File: src/rtl/mux2_1_arb.sv
// Round-robin arbiter for the shared mux2_1 channel: registered grant FSM with
// a bounded burst length, mux select generation and a registered output word.
module mux2_1_arb #(
    parameter int DATA_W   = 8,
    parameter int MAX_HOLD = 4
) (
    input  logic              sys_clk,
    input  logic              sys_rst,
    input  logic              req1,
    input  logic              req2,
    input  logic [DATA_W-1:0] in1,
    input  logic [DATA_W-1:0] in2,
    output logic              grant1,
    output logic              grant2,
    output logic              sel,
    output logic [DATA_W-1:0] out,
    output logic              out_valid
);

    localparam int CW = $clog2(MAX_HOLD);
    localparam logic [CW-1:0] LAST = CW'(MAX_HOLD - 1);

    typedef enum logic [1:0] {IDLE, GNT1, GNT2} state_t;

    state_t            state_q, state_d;
    logic              prio_q, prio_d;
    logic [CW-1:0]     hold_q, hold_d;
    logic [DATA_W-1:0] out_q, out_d;
    logic              vld_q, vld_d;

    always_ff @(posedge sys_clk) begin
        if (sys_rst) begin
            state_q <= IDLE;
            prio_q  <= 1'b0;
            hold_q  <= '0;
            out_q   <= '0;
            vld_q   <= 1'b0;
        end else begin
            state_q <= state_d;
            prio_q  <= prio_d;
            hold_q  <= hold_d;
            out_q   <= out_d;
            vld_q   <= vld_d;
        end
    end

    always_comb begin
        state_d = state_q;
        prio_d  = prio_q;
        hold_d  = hold_q;
        out_d   = out_q;
        vld_d   = 1'b0;
        case (state_q)
            IDLE: begin
                if (req1 && (!req2 || !prio_q)) begin
                    state_d = GNT1;
                end else if (req2) begin
                    state_d = GNT2;
                end
            end
            GNT1: begin
                if (req1) begin
                    out_d = in1;
                    vld_d = 1'b1;
                    if (hold_q == LAST) begin
                        if (req2) state_d = GNT2;
                        else      hold_d  = '0;
                    end else begin
                        hold_d = hold_q + CW'(1);
                    end
                end else begin
                    state_d = req2 ? GNT2 : IDLE;
                end
            end
            GNT2: begin
                if (req2) begin
                    out_d = in2;
                    vld_d = 1'b1;
                    if (hold_q == LAST) begin
                        if (req1) state_d = GNT1;
                        else      hold_d  = '0;
                    end else begin
                        hold_d = hold_q + CW'(1);
                    end
                end else begin
                    state_d = req1 ? GNT1 : IDLE;
                end
            end
            default: state_d = IDLE;
        endcase

        // Any state change restarts the burst; entering a grant hands the tie to the other side.
        if (state_d != state_q) begin
            hold_d = '0;
            if (state_d == GNT1)      prio_d = 1'b1;
            else if (state_d == GNT2) prio_d = 1'b0;
        end
    end

    assign grant1    = (state_q == GNT1);
    assign grant2    = (state_q == GNT2);
    assign sel       = (state_q == GNT1);
    assign out       = out_q;
    assign out_valid = vld_q;

endmodule

File: config.mk
export PLATFORM = sky130hd
export DESIGN_NAME = mux2_1_arb
export DESIGN_NICKNAME = d
export VERILOG_FILES = /design/src/rtl/mux2_1_arb.sv
export SDC_FILE = /design/constraint.sdc
export NUM_CORES = 1
export LEC_CHECK = 0
export ABC_AREA = 0
export ABC_CLOCK_PERIOD_IN_PS = 2600
export CORE_ASPECT_RATIO = 1.2
export CORE_MARGIN = 2
export CORE_UTILIZATION = 45
export CTS_BUF_LIST = sky130_fd_sc_hd__clkbuf_16
export DETAILED_ROUTE_END_ITERATION = 7
export PLACE_DENSITY = 0.81
export SYNTH_ARGS = -nofsm -noshare
export SYNTH_HDL_FRONTEND = slang
export SYNTH_SLANG_ARGS = --single-unit
export TNS_END_PERCENT = 1
File: constraint.sdc
create_clock -name sys_clk -period 2.6 [get_ports sys_clk]
set_input_delay 0.39 -clock sys_clk [delete_from_list [all_inputs] [get_ports sys_clk]]
set_output_delay 0.39 -clock sys_clk [all_outputs]
set_load 0.02 [all_outputs]
== Word-level counts from Yosys, hierarchy flattened ==
Index checks and enable logic that the tools add are counted.
Operators by class
  add/subtract/negate cells: 1
  multipliers: 0
  div/mod/pow operators: 0
  $lt $le $gt $ge: 0
  eq/ne operators: 10
  shift-type cells: 0
  muxes and demuxes: 25
  bitwise logic cells: 0
  reduce and logical (&&, ||, !) cells: 11
Operator list (number)
  $mux W2: 14
  $mux W8: 2
  $pmux W8 S2: 1
  $eq A2 B2 Y1 const B: 3
  $ne A3 B3 Y1 const B: 2
  $pmux W2 S3: 1
  $mux W1: 5
  $reduce_and A5 Y1: 1
  $eq A2 B1 Y1 const B: 2
  $ne A2 B2 Y1 const B: 2
  $pmux W2 S2: 1
  $reduce_bool A2 Y1: 2
  $reduce_and A3 Y1: 1
  $add A2 B1 Y2 const B: 1
  $logic_not A1 Y1: 2
  $logic_not A2 Y1: 1
  $ne A2 B2 Y1: 1
  $pmux W1 S2: 1
  $reduce_and A2 Y1: 1
  $reduce_or A2 Y1: 1
  $logic_and A1 B1 Y1: 1
  $logic_or A1 B1 Y1: 1
Storage, ports and cells
  flip-flop bits (word level): 14
  latch bits: 0
  RAM bits: 0
  memory bits (read-only): 0
  output and inout port bits: 12
  memories kept: 0

== Depth between registers and ports, before layout ==
  depth in word-level cells: 8
  gate-level depth with buffers: 12

== Least setup slack after synthesis ==
Ideal clock, no wire load.
  path type: register to register
  start point: register state_q[0]
  end point: register prio_q
  setup time: 72 ps
  arrival: 2432 ps
  slack: 96 ps
  stages on the path, launching flop included: 13
  path buffers: 2
  period minus slack after synthesis: 2504 ps
  path through: dfxtp_1 buf_4 inv_1 ha_1 buf_4 nand2_1 a311oi_2 a21oi_1 a21oi_1 ha_1 nor3b_1 a221oi_2 mux2i_1
Between the ends
  elaborated cells between the ends (all ways): 17
RTL lines
  from (decl): RTL line 25  | state_t state_q, state_d;
  from (signal assigned): RTL line 39  | state_q <= state_d;
  $eq A2 B2 Y1 *
  named net grant2: RTL line 14  | output logic grant2,
  $pmux W2 S3 *: RTL line 53  | case (state_q)
  named net state_d[0]: RTL line 25
  $eq A2 B1 Y1 / $eq A2 B2 Y1 (equally long branches): RTL line 95, 96
  $reduce_bool A2 Y1 (no line)
  $reduce_and A2 Y1 (no line)
  to (signal assigned): RTL line 40  | prio_q <= prio_d;
  to (decl): RTL line 26  | logic prio_q, prio_d;
Mark *: on every way through the listed nets, which the timed path passes. The rest lies on a longest branch.
A chain may end at the register's enable or synchronous reset.

== Worst setup path after layout ==
  start point: register state_q[0]
  end point: register prio_q
Between the ends
  cells in the longest elaborated chain, start to end: 7
  elaborated cells between the ends (all ways): 17
Ends and longest elaborated chain (RTL line)
  $mux W2 (on tied branches): 80, 57, 66
  $mux W2 (on tied branches): 79, 65
  $mux W2 (on tied branches): 76, 62
  $pmux W2 S3: 53
  $eq A2 B1 Y1 / $eq A2 B2 Y1 (equally long branches): 95, 96
  $reduce_bool A2 Y1 (no line)
  $reduce_and A2 Y1 (no line)
Several ways; a longest one is shown, not always the timed one.

==> summary.txt <==
Setup path
  – Type of the worst setup path: flop to flop
  – Worst R2R Path Depth: 9
  – Crit path arrival time: 2.53 ns
  – Crit path cell chain: ha_2, mux2i_1, a32oi_1, a21oi_1, or2_1, ha_1, nor3b_2, a221oi_2, mux2i_1
  – Reg2Reg Setup Slack: 0.19 ns
  – RR Startpoint: state_q[0]
  – Data required time of the critical path: roughly 2.7 ns
  – Critical Path Sink Type: flop
  – CP Buf/Inv Count: 0
  – Slowest stage delay, CP: 0.46 ns
  – Most frequent CP cell: mux2i_1
  – Crit-path max FO: 9
  – CP max stage cell: dfxtp_1
  – Top delay family on crit path: adder cells
  – RR Endpoint: prio_q
  – Type of origin of the critical path: flop

Synthesis
  – Yosys warns: 0
  – Cell area after synthesis: between 1000 and 1500 um2
  – Post-Synth Simple-Gate Area: 0.184
  – Complex-gate fraction of the synthesized area: 0.261
  – Synth area leader: dfxtp_1
  – Mux contribution to synthesized area: 0.119
  – Area contributors post-synth: dfxtp_1 28%, mux2i_1 12%, ha_1 7.4%
  – Syn Area/Cell: 9.00 um2
  – Post-Synth Adder-Cell Area: 0.0744
  – Top-count cell post-synth: dfxtp_1
  – Top-area cell type share of the netlist area: 0.278
  – Synth unique cells: 37
  – Synth Flop Type: dfxtp_1
  – Synth Area in XOR/XNOR: 0
  – Synth cell count leaders: 14 x dfxtp_1, 13 x nor2_1, 12 x mux2i_1
  – #FFs+latches synth: 14
  – Synth Instances: 112
  – Post-synth EDFFs: 0
  – Largest family of logic cells by synthesized area: compound AO/OA/AOI/OAI gates
  – Sequential-to-total area share from yosys stat: 0.278
  – Syn nets: roughly 140
  – Post-synth ARST share: 0

STA
  – Min setup slack post-route: 0.193 ns
  – Hold Fails Final Rpt: 0
  – Tmin final: 2.41 ns
  – Final setup TNS: 0 ns
  – F_max: 0.415 GHz
  – Slew @ Worst Pin: 0.353 ns
  – Slew headroom: 0.763
  – Unrepaired setup endpoints after global routing: no
  – Endpoints failing setup: 0
  – Final cycle utilization of the critical path: 0.926
  – Clock Skews: 0.00527 ns
  – Pins Over Slew Limit: 0

Global route
  – GRT overflow: 0
  – Largest net degree at the start of global routing: 17
  – Initial antenna violation count: 0
  – Vias in the first global route: 950
  – First-pass GRT wire length: 3990 um
  – All-Layer GR Usage: 0.206

Drt
  – DR vias: 969
  – Number of nets still failing antenna checks after routing: 0
  – Routed wire length: 2340 um
  – WL/cell: around 13 um
  – Post-route DRC: 0
  – First-pass detailed-route iteration total: 4
  – Via density: between 5 and 6
  – Drt initial violations: 16

Power and ir drop
  – Sw Pwr: 479 uW
  – PD cells: about 890 nW/um2
  – Max VDD drop: between 500 and 600 uV
  – Lkg Pwr: between 0.0005 and 0.0006 uW
  – Sw Share: 0.375
  – Logic pwr share: 0.518
  – Int Power: 797 uW
  – Part of the power in registers: 0.251
  – Clk pwr share: 0.231
  – Power Total: roughly 1300 uW

Min path
  – Hold path cells: 2
  – Worst hold start: out[3]
  – Worst-case hold path end point: out[3]
  – Hold crit path type: flop to flop

Clocking
  – Sink Count: 14
  – Setup Buffers After CTS: 0
  – CTS buffer count: 3
  – CTS clk-pin slew, worst paths: 0.05 ns
  – H-Tree Depth: 1
  – Clock buffer depth: 2
  – Clock latency on the worst-skew pair: 0.25 ns
  – CTS tree: done
  – CTS root buf: clkbuf_16

Place
  – DP HPWL: between 1500 and 2000 um
  – PortBufs: 31
  – Gpl congestion: a little under 0.9
  – Placed cells: 172
  – Dpl ws: 0.0307 ns
  – Cell Area, Placed: 1350 um2

Die
  – Die height: 55.9 um
  – DIE AREA: around 2600 um2
  – Starting density of the core: 0.481
  – Chip width: 47.2 um
  – Io pins: 32
  – Core Box Area: about 2100 um2
  – Row cnt: 18

Final layout
  – Ant diodes: 0
  – Layout cells sized above 1: 0.171
  – Fill cells: 174
  – Nets@finish: about 170
  – Area Overhead vs Synth: 42.7%
  – Layout Cell Area excl Fill: 1440 um2
  – Non-filler cells, final: 176

Run
  – Max Cap Violations: 0

Run status
  – Status: completed
metal layers:
| metal | global-route usage | wire length (um) |
|---|---|---|
| met1 | 0.228 | 889 |
| met3 | 0.0552 | 153 |
| met4 | 0.0873 | 58 |
| met5 | 0 | 0 |
| met2 | 0.350 | 1240 |
registers in the layout, indices dropped and copies added (netlist names):
name and flops:
out 8, hold_q 2, out_valid 1, state_q 2, prio_q 1
cells in the final DEF (no fill, tap or decap), types with 2 or more instances in the layout:
| master | netlist | layout |
|---|---|---|
| mux2i_1 | 12 | 12 |
| a211oi_1 | 6 | 6 |
| nor2_1 | 13 | 13 |
| nor2b_1 | 3 | 3 |
| ha_2 | 0 | 2 |
| dfxtp_1 | 14 | 14 |
| buf_4 | 4 | 8 |
| nand2_1 | 6 | 6 |
| a21boi_0 | 2 | 2 |
| nand3_1 | 2 | 2 |
| clkdlybuf4s50_1 | 0 | 31 |
| a211oi_2 | 2 | 2 |
| a21oi_2 | 2 | 2 |
| a21oi_1 | 7 | 7 |
| o21ai_0 | 2 | 2 |
| nand2b_1 | 2 | 2 |
| ha_1 | 6 | 4 |
| clkbuf_16 | 0 | 3 |
| inv_1 | 5 | 5 |
| nor4_1 | 2 | 2 |
final cells by class:
class	instances	area, um2	share of cell area
inverter	5	18.8	0.0130
multi-input combinational	84	653	0.454
clock inverter	1	3.75	0.00261
sequential	14	280	0.195
timing repair buffer	39	370	0.257
tap	30	37.5	0.0261
clock buffer	3	75.1	0.0522
cells by family after synthesis:
group | after synthesis
AO/OA/AOI/OAI | 32
adder cells (fa/ha/maj) | 6
buffers and inverters | 14
flip-flops | 14
multiplexers | 12
AND/OR/NAND/NOR | 34
how the worst max path moves through the flow:
| stage | slack, ns | depth (start not counted) | endpoint | from |
|---|---|---|---|---|
| 3_3_place_gp | 0.09 | 9 | prio_q | req1 |
| 3_5_place_dp | 0.03 | 9 | prio_q | req1 |
| 4_1_cts | 0.008 | 9 | prio_q | state_q[0] |
| 5_1_grt | 0.04 | 9 | prio_q | state_q[0] |
| 2_1_floorplan | 0.1 | 12 | prio_q | state_q[0] |
| 6_report | 0.19 | 9 | prio_q | state_q[0] |
power groups by stage:
stage	Sequential [uW]	Clock [uW]	Combinational [uW]
after floorplan	361	0	428
after global placement	320	0	630
after detailed placement	323	0	653
after CTS	320	298	658
after global routing	327	310	726
final	320	295	660
through the flow:
stage	hold WS (ns)	utilization
5_1_grt	0.529	0.687
3_3_place_gp	0.489	0.645
2_1_floorplan	0.462	-
4_1_cts	0.505	0.682
3_5_place_dp	0.497	0.645
6_report	0.504	0.687
worst min-delay path, cell delays in order, from the launching register on:
cell and delay [ns]:
dfxtp_1 0.31, nor2_1 0.10, a211oi_1 0.05
repair_timing:
item | CTS | global route
hold buffers | 0 | 0
endpoints found under the setup margin | 0 | 1
hold endpoints to repair | 0 | 0
gates resized for setup | 0 | 3
Power figures use the tool's default switching activity.
